[config.mk]
export PLATFORM = sky130hd
export DESIGN_NAME = parking_lot_ctrl
export DESIGN_NICKNAME = d
export VERILOG_FILES = /design/src/rtl/parking_lot_ctrl.sv
export SDC_FILE = /design/constraint.sdc
export NUM_CORES = 1
export LEC_CHECK = 0
export ABC_AREA = 1
export BUFFER_PORTS_ARGS = -buffer_cell sky130_fd_sc_hd__buf_2
export CAP_MARGIN = 20
export CORE_ASPECT_RATIO = 0.5
export CORE_MARGIN = 2
export CORE_UTILIZATION = 50
export DETAILED_ROUTE_END_ITERATION = 6
export PLACE_DENSITY = 0.78
export SYNTH_ARGS = -nofsm -noshare
export SYNTH_HDL_FRONTEND = slang
export SYNTH_SLANG_ARGS = --single-unit
[constraint.sdc]
create_clock -name clk -period 3.95 [get_ports clk]
set_input_delay 0.395 -clock clk [delete_from_list [all_inputs] [get_ports clk]]
set_output_delay 0.395 -clock clk [all_outputs]
set_load 0.005 [all_outputs]
[src/rtl/parking_lot_ctrl.sv]
// Parking lot occupancy controller: one passage-detecting FSM per gate plus a shared clamped counter.
// Define PARKING_SYNC_EN to pass every outer/inner sensor bit through a 2-flop synchronizer.
module parking_lot_ctrl #(
    parameter int NUM_GATES = 2,
    parameter int CAPACITY  = 25,
    parameter int CNT_W     = $clog2(CAPACITY + 1)
) (
    input  logic                 clk,
    input  logic                 reset,
    input  logic [NUM_GATES-1:0] outer,
    input  logic [NUM_GATES-1:0] inner,
    output logic [CNT_W-1:0]     count,
    output logic [NUM_GATES-1:0] enter,
    output logic [NUM_GATES-1:0] exit,
    output logic                 full,
    output logic                 empty,
    output logic                 overflow,
    output logic                 underflow
);

    typedef enum logic [2:0] {IDLE, IN1, IN2, IN3, OUT1, OUT2, OUT3} state_t;

    localparam int PW = 3;          // popcount width, enough for up to 4 gates
    localparam int SW = CNT_W + 4;  // signed headroom for count + entries - exits

    logic [NUM_GATES-1:0] outer_s;
    logic [NUM_GATES-1:0] inner_s;

`ifdef PARKING_SYNC_EN
    logic [NUM_GATES-1:0] outer_meta_q, outer_meta_d, outer_sync_q, outer_sync_d;
    logic [NUM_GATES-1:0] inner_meta_q, inner_meta_d, inner_sync_q, inner_sync_d;

    always_comb begin
        outer_meta_d = outer;
        outer_sync_d = outer_meta_q;
        inner_meta_d = inner;
        inner_sync_d = inner_meta_q;
    end

    always_ff @(posedge clk or negedge reset) begin
        if (!reset) begin
            outer_meta_q <= '0;
            outer_sync_q <= '0;
            inner_meta_q <= '0;
            inner_sync_q <= '0;
        end else begin
            outer_meta_q <= outer_meta_d;
            outer_sync_q <= outer_sync_d;
            inner_meta_q <= inner_meta_d;
            inner_sync_q <= inner_sync_d;
        end
    end

    assign outer_s = outer_sync_q;
    assign inner_s = inner_sync_q;
`else
    assign outer_s = outer;
    assign inner_s = inner;
`endif

    genvar gi;
    generate
        for (gi = 0; gi < NUM_GATES; gi++) begin : g_gate
            state_t     state_q, state_d;
            logic       enter_q, enter_d;
            logic       exit_q, exit_d;
            logic [1:0] code;

            assign code = {outer_s[gi], inner_s[gi]};

            always_ff @(posedge clk or negedge reset) begin
                if (!reset) begin
                    state_q <= IDLE;
                    enter_q <= 1'b0;
                    exit_q  <= 1'b0;
                end else begin
                    state_q <= state_d;
                    enter_q <= enter_d;
                    exit_q  <= exit_d;
                end
            end

            // OUTx states mirror INx with the sensor roles swapped.
            always_comb begin
                state_d = IDLE;
                case (state_q)
                    IDLE: case (code)
                        2'b10:   state_d = IN1;
                        2'b01:   state_d = OUT1;
                        default: state_d = IDLE;
                    endcase
                    IN1: case (code)
                        2'b11:   state_d = IN2;
                        2'b10:   state_d = IN1;
                        default: state_d = IDLE;
                    endcase
                    IN2: case (code)
                        2'b01:   state_d = IN3;
                        2'b10:   state_d = IN1;
                        2'b11:   state_d = IN2;
                        default: state_d = IDLE;
                    endcase
                    IN3: case (code)
                        2'b11:   state_d = IN2;
                        2'b01:   state_d = IN3;
                        default: state_d = IDLE;
                    endcase
                    OUT1: case (code)
                        2'b11:   state_d = OUT2;
                        2'b01:   state_d = OUT1;
                        default: state_d = IDLE;
                    endcase
                    OUT2: case (code)
                        2'b10:   state_d = OUT3;
                        2'b01:   state_d = OUT1;
                        2'b11:   state_d = OUT2;
                        default: state_d = IDLE;
                    endcase
                    OUT3: case (code)
                        2'b11:   state_d = OUT2;
                        2'b10:   state_d = OUT3;
                        default: state_d = IDLE;
                    endcase
                    default: state_d = IDLE;
                endcase
            end

            always_comb begin
                enter_d = (state_q == IN3)  && (code == 2'b00);
                exit_d  = (state_q == OUT3) && (code == 2'b00);
            end

            assign enter[gi] = enter_q;
            assign exit[gi]  = exit_q;
        end
    endgenerate

    logic [CNT_W-1:0]     count_q, count_d;
    logic                 overflow_q, overflow_d;
    logic                 underflow_q, underflow_d;
    logic [PW-1:0]        n_enter, n_exit;
    logic signed [SW-1:0] net;

    // Entries and exits of the same cycle net out first; only the net result is clamped.
    always_comb begin
        n_enter = '0;
        n_exit  = '0;
        for (int g = 0; g < NUM_GATES; g++) begin
            n_enter = n_enter + PW'(enter[g]);
            n_exit  = n_exit + PW'(exit[g]);
        end
        net = $signed(SW'(count_q)) + $signed(SW'(n_enter)) - $signed(SW'(n_exit));
        count_d     = net[CNT_W-1:0];
        overflow_d  = overflow_q;
        underflow_d = underflow_q;
        if (net > $signed(SW'(CAPACITY))) begin
            count_d    = CNT_W'(CAPACITY);
            overflow_d = 1'b1;
        end else if (net[SW-1]) begin
            count_d     = '0;
            underflow_d = 1'b1;
        end
    end

    always_ff @(posedge clk or negedge reset) begin
        if (!reset) begin
            count_q     <= '0;
            overflow_q  <= 1'b0;
            underflow_q <= 1'b0;
        end else begin
            count_q     <= count_d;
            overflow_q  <= overflow_d;
            underflow_q <= underflow_d;
        end
    end

    assign count     = count_q;
    assign full      = (count_q == CNT_W'(CAPACITY));
    assign empty     = (count_q == '0);
    assign overflow  = overflow_q;
    assign underflow = underflow_q;

endmodule

# ---- Word level (Yosys, flattened, before mapping)
# Index checks and enable logic that the tools add are counted.
# Widths: inputs -> output; s select.
dict set report classes {
  eq_ne 19
  n_reduce_logical 10
  addsub 4
  n_mux 18
  n_bitwise 1
  n_lt_le_gt_ge 1
}
# operator n
set ops {}
lappend ops {{$pmux 3 s7} 2}
lappend ops {{$pmux 3 s2} 6}
lappend ops {{$eq 3x3->1 const B} 6}
lappend ops {{$pmux 3 s3} 2}
lappend ops {{$pmux 2 s2} 4}
lappend ops {{$eq 3x2->1 const B} 4}
lappend ops {{$pmux 2 s3} 2}
lappend ops {{$mux 5} 2}
lappend ops {{$eq 2x2->1 const B} 4}
lappend ops {{$gt 7x6->1 const B} 1}
lappend ops {{$sub 6x2->7} 1}
lappend ops {{$add 5x2->6} 1}
lappend ops {{$eq 3x1->1 const B} 2}
lappend ops {{$logic_not 3->1} 2}
lappend ops {{$eq 5x5->1 const B} 1}
lappend ops {{$logic_not 5->1} 1}
lappend ops {{$add 1x1->2} 2}
lappend ops {{$eq 2x1->1 const B} 2}
lappend ops {{$logic_and 1x1->1} 4}
lappend ops {{$logic_not 2->1} 2}
lappend ops {{$reduce_and 2->1} 1}
lappend ops {{$not 1->1} 1}
dict set report totals {
  input_bits 6
  elab_cells 62
  regBits 17
  output_inout_bits 13
}

# ---- Longest topological paths before layout
dict set report logic_depth {
  word_depth 6
  depth_mapped 18
  ltp_nobuf 18
}

# ---- Least setup slack after synthesis
# OpenSTA, ideal clock, no wires.
dict set report synth_path {
  path_kind {flip-flop to flip-flop}
  from {register g_gate[0].enter_q}
  to {register count_q[0] (netlist: count[0])}
  synth_period_minus_slack_ns 2.917
  setup_slack_ns 1.033
  t_arrival_ns 2.798
  required_time_ns 3.831
  path_buffers 0
  setup_ns 0.119
  stages_incl_launch_ff 17
  cell_sequence {dfrtp_1 -> fa_1 -> inv_1 -> fa_1 -> inv_1 -> ha_1 -> inv_1 -> fa_1 -> inv_1 -> nand2_1 -> nand2_1 -> nand3_1 -> nand2_2 -> o211ai_1 -> ha_1 -> nand2_2 -> nand2_1}
}
dict set report synth_between {
  elab_chain_len 5
  elab_cells_between_ends 6
  classes_between {add/sub (3); order compare (1); mux (2)}
}
# item line_no
set synth_rtl {}
lappend synth_rtl {{from (decl)} 65} ;# logic enter_q, enter_d;
lappend synth_rtl {{from (signal assigned)} 78} ;# enter_q <= enter_d;
lappend synth_rtl {{$add 1x1->2 (*)} 149} ;# n_enter = n_enter + PW'(enter[g]);
lappend synth_rtl {{$add 5x2->6 (*)} 152} ;# net = $signed(SW'(count_q)) + $signed(SW'(n_enter)) - $signed(SW'(n_exit));
lappend synth_rtl {{$sub 6x2->7 (*)} 152}
lappend synth_rtl {{$gt 7x6->1 or $mux 5 (tied branches)} {156, 159}}
lappend synth_rtl {{$mux 5 (*)} 156} ;# if (net > $signed(SW'(CAPACITY))) begin
lappend synth_rtl {{net count_d[0]} 138} ;# logic [CNT_W-1:0] count_q, count_d;
lappend synth_rtl {{to (signal assigned)} 171} ;# count_q <= count_d;
lappend synth_rtl {{to (decl)} 138}
# Mark *: on every way through the listed nets, which the timed path passes. The rest lies on a longest branch.
# A chain may end at the register's enable or synchronous reset.

# ---- Worst setup path in the final report
dict set report layout_path {
  from {register g_gate[0].enter_q}
  to {register count_q[3] (netlist: count[3])}
}
# Same word-level chain as after synthesis.

==> flow_summary.yaml <==
detailed_routing:
  routed-via-count: 1130
  drt_iter0_markers: 43
  via_per_inst: 5.00
  wl_microns: 2500
  first_pass_iters: 4
  wl_per_cell_microns: 11.1
  post-route-drc-count: 0
  ant_nets: 0
global_routing:
  grt_pass1_wl_microns: 4210
  grt_max_degree: 18
  overflow: 0
  antenna_found_initial: 0
  grt_use_total: 0.159
  grt_pass1_vias: 1026
synthesis:
  ys_ff_latch: 17
  avgSynthCellArea_sq_um: 8.29
  ys_types: 24
  syn-cell-area_sq_um: 1430
  synthCells: 172
  yosysSeqAreaShare: 0.298
  yosys_warnings: 0
  syn-num-nets: 206
final_layout:
  final_cell_mix: "38 x inv_1, 25 x nand2_1, 25 x ha_1"
  final_area_sq_um: 1570
  fillers: 242
  final_util: 0.593
  final_common_cell: "inv_1"
  synthToLayoutAreaGrowth_pct: 10.3
  finalNetCount: 224
  final_layout_size_suffix_gt1_frac: 0.169
  n_antenna_cell: 0
outcome:
  status: "completed"
worst_setup_path:
  path_class: "register to register"
  crit_fanout: 4
  rrSetupSlack_ns: 0.87
  start_kind: "register"
  crit_family: "adder cells"
  crit_required_ns: 4.09
  timing.rr.end: "count[3]"
  r2r-start: "g_gate[0].enter_q"
  end_kind: "register"
  crit_chain: "fa_1 > inv_1 > fa_1 > inv_1 > ha_1 > inv_1 > fa_1 > inv_1 > nand2_1 > nand2_1 > nand3_1 > nand2_2 > o211ai_1 > ha_1 > nand2_2 > nand2_1"
  crit_arrival_ns: 3.21
  path_buf_inv: 4
  cp_common_cell: "inv_1"
  crit_slowest_cell: "fa_1"
  cp_slowest_stage_delay_ns: 0.54
  reg2reg_depth: 16
placement:
  post_dp_cell_area_sq_um: 1530
  gp_congestion: 0.795
  pre_cts_slack_ns: 0.868
  port_buffers: 18
  hpwlAfterDp_microns: 2140
power_and_ir_drop:
  seqPwrFrac: 0.279
  vdd_ir_drop_max_uv: 237
  intPower_mw: 0.522
  p_clk_frac: 0.125
  switching_share: 0.470
  p_per_area_nw_per_um2: 627
  p_sw_mw: 0.463
  combPwrFrac: 0.595
  p_leak_nw: 0.877
run:
  drv_cap: 0
clocking:
  cts.repair.resized: 0
  postCtsSetupRepairBufs: 0
  cts_buffer_depth: 2
  clk_latency_ns: 0.25
  root_buffer: "clkbuf_8"
  cts_max_level: 1
  clock-sinks: 17
  clkSlewWorstSetupHoldPaths_ns: 0.06
  tritoncts: "done"
  cts-hold-fix-buffers: 0
  cts_buffers: 3
timing:
  post-route-min-period_ns: 3.08
  worstMarginPinSlew_ns: 0.354
  rsz0062_at_grt: "false"
  max_slew_margin: 0.764
  skew_ns: 0.000820
  finalSetupViolCount: 0
  slew_viol_final: 0
  tns_ns: 0
  fmax_ghz: 0.325
  hold_violations: 0
  finalWorstSetupSlack_ns: 0.872
  fin_crit_sh: 0.779
floorplan:
  die_y_microns: 41.8
  core.rowCount: 13
  initial_core_util: 0.538
  fp.dieW_microns: 79.5
  io_pins: 19
  fp.coreArea_sq_um: 2650
  dieArea_sq_um: 3320
hold_path:
  worstHoldPathType: "input port to async pin"
per-layer routing:
metal,vias to the layer above,track usage,wire (microns),share of wire
met5,-,0,0,0
met4,0,0.0483,14,0.0056
met3,2,0.0283,77,0.031
met2,24,0.286,1190,0.48
met1,526,0.196,1220,0.49
li1,578,-,-,-
stage by stage:
| stage | total power, mW | hold WS [ns] | instances |
|---|---|---|---|
| after floorplan | 0.727 | 0.0994 | 172 |
| after global placement | 0.834 | 0.325 | 222 |
| after detailed placement | 0.861 | 0.323 | 222 |
| after CTS | 0.985 | 0.0588 | 226 |
| after global routing | 1.08 | 0.0722 | 226 |
| final | 0.985 | 0.0483 | 226 |
registers in the layout (all words and copies together), names as in the netlist:
register,count
count,5
g_gate.enter_q,2
g_gate.exit_q,2
g_gate.state_q,6
overflow,1
underflow,1
power by group through the flow:
| stage | Sequential, mW | Combinational (mW) | Clock (mW) |
|---|---|---|---|
| finish | 0.275 | 0.586 | 0.124 |
| global route | 0.285 | 0.661 | 0.134 |
| detailed placement | 0.277 | 0.584 | 0 |
| global placement | 0.274 | 0.560 | 0 |
| floorplan | 0.260 | 0.467 | 0 |
| CTS | 0.274 | 0.585 | 0.126 |
Yosys cell counts:
| library cell | number | area, sq um |
|---|---|---|
| buf_4 | 4 | 30.0 |
| nor3_1 | 6 | 30.0 |
| nand3_1 | 13 | 65.1 |
| inv_1 | 38 | 143 |
| buf_2 | 1 | 5.00 |
| o21ai_0 | 2 | 10.0 |
| a21oi_1 | 2 | 10.0 |
| nand2_4 | 1 | 11.3 |
| o21ai_1 | 2 | 10.0 |
| fa_1 | 3 | 60.1 |
| nand2_1 | 25 | 93.8 |
| inv_2 | 1 | 3.75 |
| nand4_4 | 1 | 21.3 |
| nand4_1 | 9 | 56.3 |
| or2_2 | 3 | 18.8 |
| o2111ai_1 | 2 | 17.5 |
| or2_1 | 1 | 6.26 |
| ha_1 | 25 | 313 |
| nor2_1 | 7 | 26.3 |
| nand2_2 | 4 | 25.0 |
| nor4_1 | 1 | 6.26 |
| o211ai_1 | 3 | 22.5 |
| dfrtp_1 | 17 | 425 |
| nor3_4 | 1 | 16.3 |
cell families after synthesis:
| group | after synthesis | share of synthesized area |
|---|---|---|
| AO/OA/AOI/OAI | 11 | 0.0491 |
| adder cells (fa/ha/maj) | 28 | 0.261 |
| buffers and inverters | 44 | 0.127 |
| flip-flops | 17 | 0.298 |
| AND/OR/NAND/NOR | 72 | 0.264 |
how the worst max path moves through the flow:
stage	depth (start not counted)	start	to
floorplan	16	g_gate[0].enter_q	count[0]
global placement	12	g_gate[0].enter_q	count[2]
detailed placement	16	g_gate[0].enter_q	count[0]
CTS	16	g_gate[0].enter_q	count[0]
global route	16	g_gate[0].enter_q	count[0]
finish	16	g_gate[0].enter_q	count[3]
worst reg2reg max path, cell delays in order (launching register included):
cell      delay [ns]
dfrtp_1         0.40
fa_1            0.54
inv_1           0.05
fa_1            0.35
inv_1           0.06
ha_1            0.16
inv_1           0.05
fa_1            0.37
inv_1           0.07
nand2_1         0.07
nand2_1         0.08
nand3_1         0.08
nand2_2         0.10
o211ai_1        0.10
ha_1            0.32
nand2_2         0.12
nand2_1         0.06
final cells by class:
type | count | area, sq um | area share
multi-input cells | 111 | 820 | 0.521
flip-flops and latches | 17 | 425 | 0.270
well taps | 37 | 46.3 | 0.0294
clock buffers | 4 | 45.0 | 0.0286
repair buffers | 18 | 90.1 | 0.0573
inverters | 39 | 146 | 0.0931
(Power assumes the default switching activity.)
